### src/rtl/jk_counter_pkg.sv
// ============================================================================
// jk_counter_pkg : shared mode encodings and parameter defaults
// Rev 1.0
// ============================================================================
`default_nettype none

package jk_counter_pkg;

  localparam int   DEFAULT_WIDTH = 4;
  localparam logic MODE_UP       = 1'b1;
  localparam logic MODE_DOWN     = 1'b0;

  // Default terminal value is the all-ones word of the chosen width.
  function automatic logic [31:0] default_max_val(input int width);
    logic [31:0] v;
    v = '0;
    for (int i = 0; i < 32; i++) begin
      if (i < width) v[i] = 1'b1;
    end
    return v;
  endfunction

endpackage

`default_nettype wire

### src/rtl/jk_cell.sv
// ============================================================================
// jk_cell : single JK flip-flop, asynchronous active-low reset to 0
// Rev 1.0
// ============================================================================
`default_nettype none

module jk_cell (
  input  logic clk,
  input  logic rst_n,
  input  logic j,
  input  logic k,
  output logic q
);

  always_ff @(posedge clk or negedge rst_n) begin
    if (!rst_n) begin
      q <= 1'b0;
    end else begin
      case ({j, k})
        2'b00:   q <= q;
        2'b01:   q <= 1'b0;
        2'b10:   q <= 1'b1;
        default: q <= ~q;
      endcase
    end
  end

endmodule

`default_nettype wire

### src/rtl/jk_counter.sv
// ============================================================================
// jk_counter : modulo up/down counter built from JK cells, with clear, clamped
//              load, combinational terminal count and sticky wrap flag
// Rev 1.0
// ============================================================================
`default_nettype none

module jk_counter
  import jk_counter_pkg::*;
#(
  parameter int               WIDTH   = DEFAULT_WIDTH,
  parameter logic [WIDTH-1:0] MAX_VAL = WIDTH'(default_max_val(WIDTH))
) (
  input  logic             clk,
  input  logic             rst_n,
  input  logic             clr,
  input  logic             load,
  input  logic [WIDTH-1:0] load_val,
  input  logic             en,
  input  logic             up,
  output logic [WIDTH-1:0] q,
  output logic             tc,
  output logic             wrap
);

  localparam logic [WIDTH-1:0] ZERO = '0;
  localparam logic [WIDTH-1:0] ONE  = WIDTH'(1);

  logic [WIDTH-1:0] next_q;
  logic [WIDTH-1:0] load_clamped;
  logic [WIDTH-1:0] jk;
  logic             at_max;
  logic             at_zero;
  logic             over_max;
  logic             count_up;

  assign at_max       = (q == MAX_VAL);
  assign at_zero      = (q == ZERO);
  assign over_max     = (q > MAX_VAL);
  assign count_up     = (up == MODE_UP);
  assign load_clamped = (load_val > MAX_VAL) ? MAX_VAL : load_val;

  // Out-of-range states recover to the boundary of the counting direction.
  always_comb begin
    next_q = q;
    if (clr) begin
      next_q = ZERO;
    end else if (load) begin
      next_q = load_clamped;
    end else if (en) begin
      if (count_up) begin
        next_q = (at_max || over_max) ? ZERO : q + ONE;
      end else begin
        next_q = (at_zero || over_max) ? MAX_VAL : q - ONE;
      end
    end
  end

  assign tc = en & ~clr & ~load & ((count_up & at_max) | (~count_up & at_zero));

  // J=K=(q^next): each bit either holds (00) or toggles (11).
  assign jk = q ^ next_q;

  for (genvar i = 0; i < WIDTH; i++) begin : g_bit
    jk_cell u_cell (
      .clk   (clk),
      .rst_n (rst_n),
      .j     (jk[i]),
      .k     (jk[i]),
      .q     (q[i])
    );
  end

  always_ff @(posedge clk or negedge rst_n) begin
    if (!rst_n) begin
      wrap <= 1'b0;
    end else if (clr) begin
      wrap <= 1'b0;
    end else if (tc) begin
      wrap <= 1'b1;
    end
  end

endmodule

`default_nettype wire
### config.mk
export PLATFORM = sky130hd
export DESIGN_NAME = jk_counter
export DESIGN_NICKNAME = d
export VERILOG_FILES = /design/src/rtl/jk_counter_pkg.sv /design/src/rtl/jk_cell.sv /design/src/rtl/jk_counter.sv
export SDC_FILE = /design/constraint.sdc
export NUM_CORES = 1
export LEC_CHECK = 0
export CAP_MARGIN = 20
export CORE_AREA = 3 3 40 42
export DETAILED_ROUTE_END_ITERATION = 7
export DIE_AREA = 0 0 43 45
export GPL_TIMING_DRIVEN = 0
export PLACE_DENSITY = 0.6
export SYNTH_ARGS = -nofsm -noshare
export SYNTH_HDL_FRONTEND = slang
export SYNTH_SLANG_ARGS = --single-unit
### constraint.sdc
create_clock -name clk -period 5.4 [get_ports clk]
set_clock_uncertainty 0.05 [all_clocks]
set_input_delay 0.81 -clock clk [delete_from_list [all_inputs] [get_ports clk]]
set_output_delay 0.81 -clock clk [all_outputs]
set_load 0.02 [all_outputs]
Word level (Yosys, flattened, before mapping)
Cells that the tools add are included.
- register bits after elaboration: 5
- input port bits: 10
- output and inout bits: 6
- word-level logic and storage cells: 53
- add/sub/neg operators: 2
- $lt $le $gt $ge: 2
- equality and inequality tests: 9
- mux-type cells: 13
- bitwise logic cells: 14
- reduce and logical (&&, ||, !) cells: 8
- operators with widths (operator ; count):
    4-bit 2-to-1 mux ; 7
    1-bit case mux with 3 select lines ; 4
    2-bit by 1-bit == test with 1-bit output, second input constant ; 4
    2-bit == test, second input constant ; 4
    4-bit > comparator, second input constant ; 2
    2-bit logical NOT ; 4
    1-bit NOT ; 7
    1-bit bitwise AND ; 5
    4-bit by 1-bit adder with 4-bit output, second input constant ; 1
    4-bit == test, second input constant ; 1
    4-bit logical NOT ; 1
    4-bit by 1-bit subtractor with 4-bit output, second input constant ; 1
    4-bit bitwise XOR ; 1
    1-bit logical OR ; 2
    1-bit 2-to-1 mux ; 2
    2-bit nonzero test ; 1
    1-bit OR ; 1

Logic depth before layout (Yosys ltp)
Gate-level depths: netlist (run 1).
- depth in word-level cells: 10
- mapped depth: 5
- depth with buffers taken out: 5

Hierarchy
From an unflattened synthesis (run 1), not the netlist that was laid out.
- cell total of the unflattened synthesis: 90
- area total of the unflattened synthesis: 733.2 um^2
- modules (own cells, without submodules) (module ; instances ; cells each ; area an instance (um^2) ; seq. area each (um^2)):
    jk_counter ; 1 ; 54 ; 387.9 ; 25.0
    jk_cell ; 4 ; 9 ; 86.3 ; 25.0

Least setup slack after synthesis (run 1)
No wires, ideal clock.
- kind: input to output
- start: in up
- end: out tc
- data arrival time: 1.952 ns
- slack: 2.588 ns
- stages: 4
- cell sequence: buf_6 or4b_1 a211o_1 nor2_1
- longest elaborated chain between the ends: 4
- elaborated cells between the ends (all ways): 5
- RTL lines (what ; line ; text):
    start, declared ; jk_counter.sv:20 ; input logic up,
    1-bit NOT ; jk_counter.sv:59 ; assign tc = en & ~clr & ~load & ((count_up & at_max) | (~count_up & at_zero));
    1-bit bitwise AND ; jk_counter.sv:59 ;
    1-bit OR * ; jk_counter.sv:59 ;
    1-bit bitwise AND * ; jk_counter.sv:59 ;
    end, declared ; jk_counter.sv:22 ; output logic tc,
Every way passes the cells marked *; elsewhere a longest branch is shown, timed or not.

Worst setup path in the final report (run 1)
- start: in en
- end: out tc
- longest elaborated chain between the ends: 3
- RTL lines (what ; line ; text):
    start, declared ; jk_counter.sv:19 ; input logic en,
    1-bit bitwise AND (3 in series) ; jk_counter.sv:59 ;
Every way passes these cells.

==> impl_metrics.sql, run 1 <==
INSERT INTO impl_metrics (metric_group, metric, value, unit) VALUES
('logic_synthesis', 'yosys_warnings', '0', ''),
('cts', 'clock_sinks', '5', ''),
('finish', 'fin_cells', '83', ''),
('cts', 'path_clk_slew', '0.04', 'ns'),
('cts', 'clock_latency', '0.24', 'ns'),
('routing', 'route.top_layer_used', 'met3', ''),
('routing', 'wl_met3', '80', 'um'),
('floorplan', 'design.die.area', '0.00194', 'mm2'),
('setup_path', 'crit_chain', 'clkdlybuf4s50_1, inv_1, a211o_1, nor2_1, clkdlybuf4s50_1', ''),
('finish', 'fin_nets', '81', ''),
('finish', 'diodes', '0', ''),
('min_path', 'hold_start', 'wrap$_DFFE_PN0P_', ''),
('logic_synthesis', 'dominant_combinational_cell_family_by_area_after_synthesis', 'compound AO/OA/AOI/OAI gates', ''),
('cts', 'tritoncts', 'yes', ''),
('outcome', 'run_status', 'finished clean', ''),
('global_routing', 'groute.usage.overall', '11.3', '%'),
('finish', 'leading_cell_types_in_the_layout_fill_and_taps_excluded', '13 x sky130_fd_sc_hd__clkdlybuf4s50_1, 7 x sky130_fd_sc_hd__inv_1, 5 x sky130_fd_sc_hd__dfrtp_1', ''),
('pwr', 'p_switching', '0.0370', 'mW'),
('routing', 'ant_nets', '0', ''),
('finish', 'layout_commonest_cell', 'sky130_fd_sc_hd__clkdlybuf4s50_1', ''),
('global_routing', 'grt-ovfl-total', '0', ''),
('timing', 'timing.max_slew.rel_slack', '78.0', '%'),
('pwr', 'p_int', '0.0919', 'mW'),
('setup_path', 'critPathTopFamily', 'buffers and inverters', ''),
('pwr', 'power.static_leakage', '0.267', 'nW'),
('finish', 'syn_to_final_growth', '39.4', '%'),
('pwr', 'swShare', '28.7', '%'),
('logic_synthesis', 'ys_seq_area_share', '28.2', '%'),
('timing', 'timing.fmax', '296', 'MHz'),
('setup_path', 'criticalPathCategory', 'input pin to output port', ''),
('cts', 'cts_hold_buf', '0', ''),
('logic_synthesis', 'synth_xor_xnor_area_share', '1.97', '%'),
('run', 'max_cap_viol_count', '0', ''),
('setup_path', 'critical_path.startpoint_type', 'input pin', ''),
('placed_design', 'place_hpwl', '750', 'um'),
('timing', 'hold_viol', '0', ''),
('cts', 'cts_post_setup_buffers_inserted', '0', ''),
('logic_synthesis', 'post_synth_fa_ha_maj_area_fraction', '5.63', '%'),
('setup_path', 'timing.critical_path.buf_inv', '3', ''),
('routing', 'wl_per_cell', '11.3', 'um'),
('timing', 'worst-slew-pin-transition', '0.330', 'ns'),
('timing', 'maxSlewViolCount', '0', ''),
('logic_synthesis', 'post_synth_instance_area', '444', 'um2'),
('setup_path', 'cp-startpoint', 'en', ''),
('pwr', 'fin_total_pwr', '0.129', 'mW'),
('routing', 'vias_per_cell', '5.10', ''),
('routing', 'route.detailed.drc', '0', ''),
('pwr', 'clock_share_of_power', '32.6', '%'),
('setup_path', 'worst_ep_required_time', '4.54', 'ns'),
('global_routing', 'pin_count_of_the_biggest_net_entering_global_routing', '10', ''),
('floorplan', 'rows', '13', ''),
('logic_synthesis', 'netlist_instances', '51', ''),
('placed_design', 'detailed_place.area', '593', 'um2'),
('cts', 'cts_max_level', '1', ''),
('floorplan', 'fp.coreArea', '0.00128', 'mm2'),
('logic_synthesis', 'synth-compound-area-share', '24.5', '%'),
('pwr', 'combinationalPowerShare', '31.5', '%'),
('global_routing', 'first_pass_grt_wire_length', '1.54', 'mm'),
('cts', 'clk_path_buf_depth', '2', ''),
('timing', 'period_needed', '3.38', 'ns'),
('timing', 'timing.final.crit_share', '62.5', '%'),
('logic_synthesis', 'share_of_cell_area_taken_by_muxes_after_synthesis', '2.54', '%'),
('floorplan', 'die_w', '43', 'um'),
('logic_synthesis', 'synth_fp_nets', '63', ''),
('min_path', 'hp-class', 'register to register', ''),
('cts', 'cts_buffers', '3', ''),
('timing', 'rsz0062_at_grt', 'false', ''),
('setup_path', 'critPathMaxFanout', '8', ''),
('setup_path', 'crit_top_cell', 'sky130_fd_sc_hd__clkdlybuf4s50_1', ''),
('setup_path', 'rr_startpoint', 'g_bit[0].u_cell.q$_DFFE_PN0P_', ''),
('floorplan', 'num_io_pins', '16', '');
## power by group through the flow
stage               logic [mW]  registers (mW)  clock network, mW
floorplan               0.0256          0.0453                  0
global placement        0.0406          0.0467                  0
detailed placement      0.0410          0.0468                  0
CTS                     0.0411          0.0463             0.0448
global route            0.0444          0.0469             0.0482
finish                  0.0406          0.0464             0.0420
## flip-flops by register name, summed over array words and instances (netlist names)
name,flops
g_bit.u_cell.q,4
wrap,1
## metal layers
metal / up-vias / global-route usage, %
met3: 0 / 7.17
li1: 219 / -
met2: 14 / 17.1
met5: - / 0
met1: 190 / 13.2
met4: 0 / 3.61
## worst register-to-register path, stage by stage (launching register included)
cell,delay [ns]
sky130_fd_sc_hd__dfrtp_1,0.45
sky130_fd_sc_hd__inv_1,0.11
sky130_fd_sc_hd__ha_1,0.20
sky130_fd_sc_hd__or4b_1,0.45
sky130_fd_sc_hd__a211o_1,0.30
sky130_fd_sc_hd__a21oi_2,0.14
## Yosys cell counts
cell type | number | area (um2)
sky130_fd_sc_hd__buf_6 | 1 | 11.3
sky130_fd_sc_hd__o311a_1 | 1 | 10.0
sky130_fd_sc_hd__o31ai_1 | 1 | 7.51
sky130_fd_sc_hd__nand2b_1 | 2 | 12.5
sky130_fd_sc_hd__dfrtp_1 | 5 | 125
sky130_fd_sc_hd__and3_1 | 1 | 6.26
sky130_fd_sc_hd__a21oi_1 | 2 | 10.0
sky130_fd_sc_hd__a21boi_0 | 1 | 7.51
sky130_fd_sc_hd__inv_1 | 7 | 26.3
sky130_fd_sc_hd__nor2b_1 | 3 | 18.8
sky130_fd_sc_hd__buf_1 | 1 | 3.75
sky130_fd_sc_hd__or3_1 | 1 | 6.26
sky130_fd_sc_hd__nor4b_1 | 1 | 8.76
sky130_fd_sc_hd__or4b_1 | 1 | 10.0
sky130_fd_sc_hd__ha_1 | 2 | 25.0
sky130_fd_sc_hd__o211ai_1 | 2 | 15.0
sky130_fd_sc_hd__nand4_1 | 3 | 18.8
sky130_fd_sc_hd__mux2_1 | 1 | 11.3
sky130_fd_sc_hd__a221oi_1 | 2 | 17.5
sky130_fd_sc_hd__a21oi_2 | 1 | 8.76
sky130_fd_sc_hd__buf_4 | 4 | 30.0
sky130_fd_sc_hd__o21bai_1 | 1 | 7.51
sky130_fd_sc_hd__nor3_1 | 1 | 5.00
sky130_fd_sc_hd__a211oi_1 | 1 | 7.51
sky130_fd_sc_hd__a31o_2 | 1 | 8.76
sky130_fd_sc_hd__nor2_1 | 2 | 7.51
sky130_fd_sc_hd__a211o_1 | 1 | 8.76
sky130_fd_sc_hd__xnor2_1 | 1 | 8.76
## final timing paths
kind / to / slack (ns) / cells after the start
worst max-delay path: tc / 2.02 / 5
worst min-delay path: wrap$_DFFE_PN0P_ / 0.47 / 2
worst max register to register: wrap$_DFFE_PN0P_ / 3.61 / 5
worst min register to register: wrap$_DFFE_PN0P_ / 0.47 / 2
max in group asynchronous: g_bit[2].u_cell.q$_DFFE_PN0P_ / 4.35 / 1
min in group asynchronous: g_bit[3].u_cell.q$_DFFE_PN0P_ / 0.75 / 1
## cell type report
| class | instances | area (um2) |
|---|---|---|
| fillers | 142 | 666 |
| multi-input cells | 33 | 248 |
| repair buffers | 13 | 130 |
| flip-flops and latches | 5 | 125 |
| plain buffers | 6 | 45.0 |
| clock buffers | 4 | 26.3 |
| inverters | 7 | 26.3 |
| well taps | 15 | 18.8 |
## metrics by stage
stage,hold WS [ns],worst slack [ns]
5_1_grt,0.490,1.93
3_5_place_dp,0.465,2.01
2_1_floorplan,0.464,2.59
3_3_place_gp,0.459,2.03
4_1_cts,0.473,2.01
6_report,0.474,2.02
## cell families (layout without fill, tap and decap cells)
family,count (synthesis),count (layout)
compound gates,14,14
xor+xnor,1,1
fa+ha+maj,2,2
buf+inv,13,30
flops,5,5
mux,1,1
simple gates,15,15
Power figures use the tool's default switching activity.
==> run 2, diff against run 1 <==
clock period = 3.5 ns   (was 5.4 ns; I/O delays follow)
==> results of run 2 <==
Same layout as run 1 (identical final DEF). Status: finished clean.
Among the figures that moved: setup slack after placement 2.01 ns -> 0.684 ns; setup slack after layout 2.02 ns -> 0.471 ns; hold slack 0.474 ns -> 0.467 ns; start point of the critical path en -> g_bit[0].u_cell.q$_DFFE_PN0P_; register-to-register setup slack 3.61 ns -> 1.71 ns; total power 0.129 mW -> 0.199 mW; worst IR drop on VDD 0.117 mV -> 0.181 mV
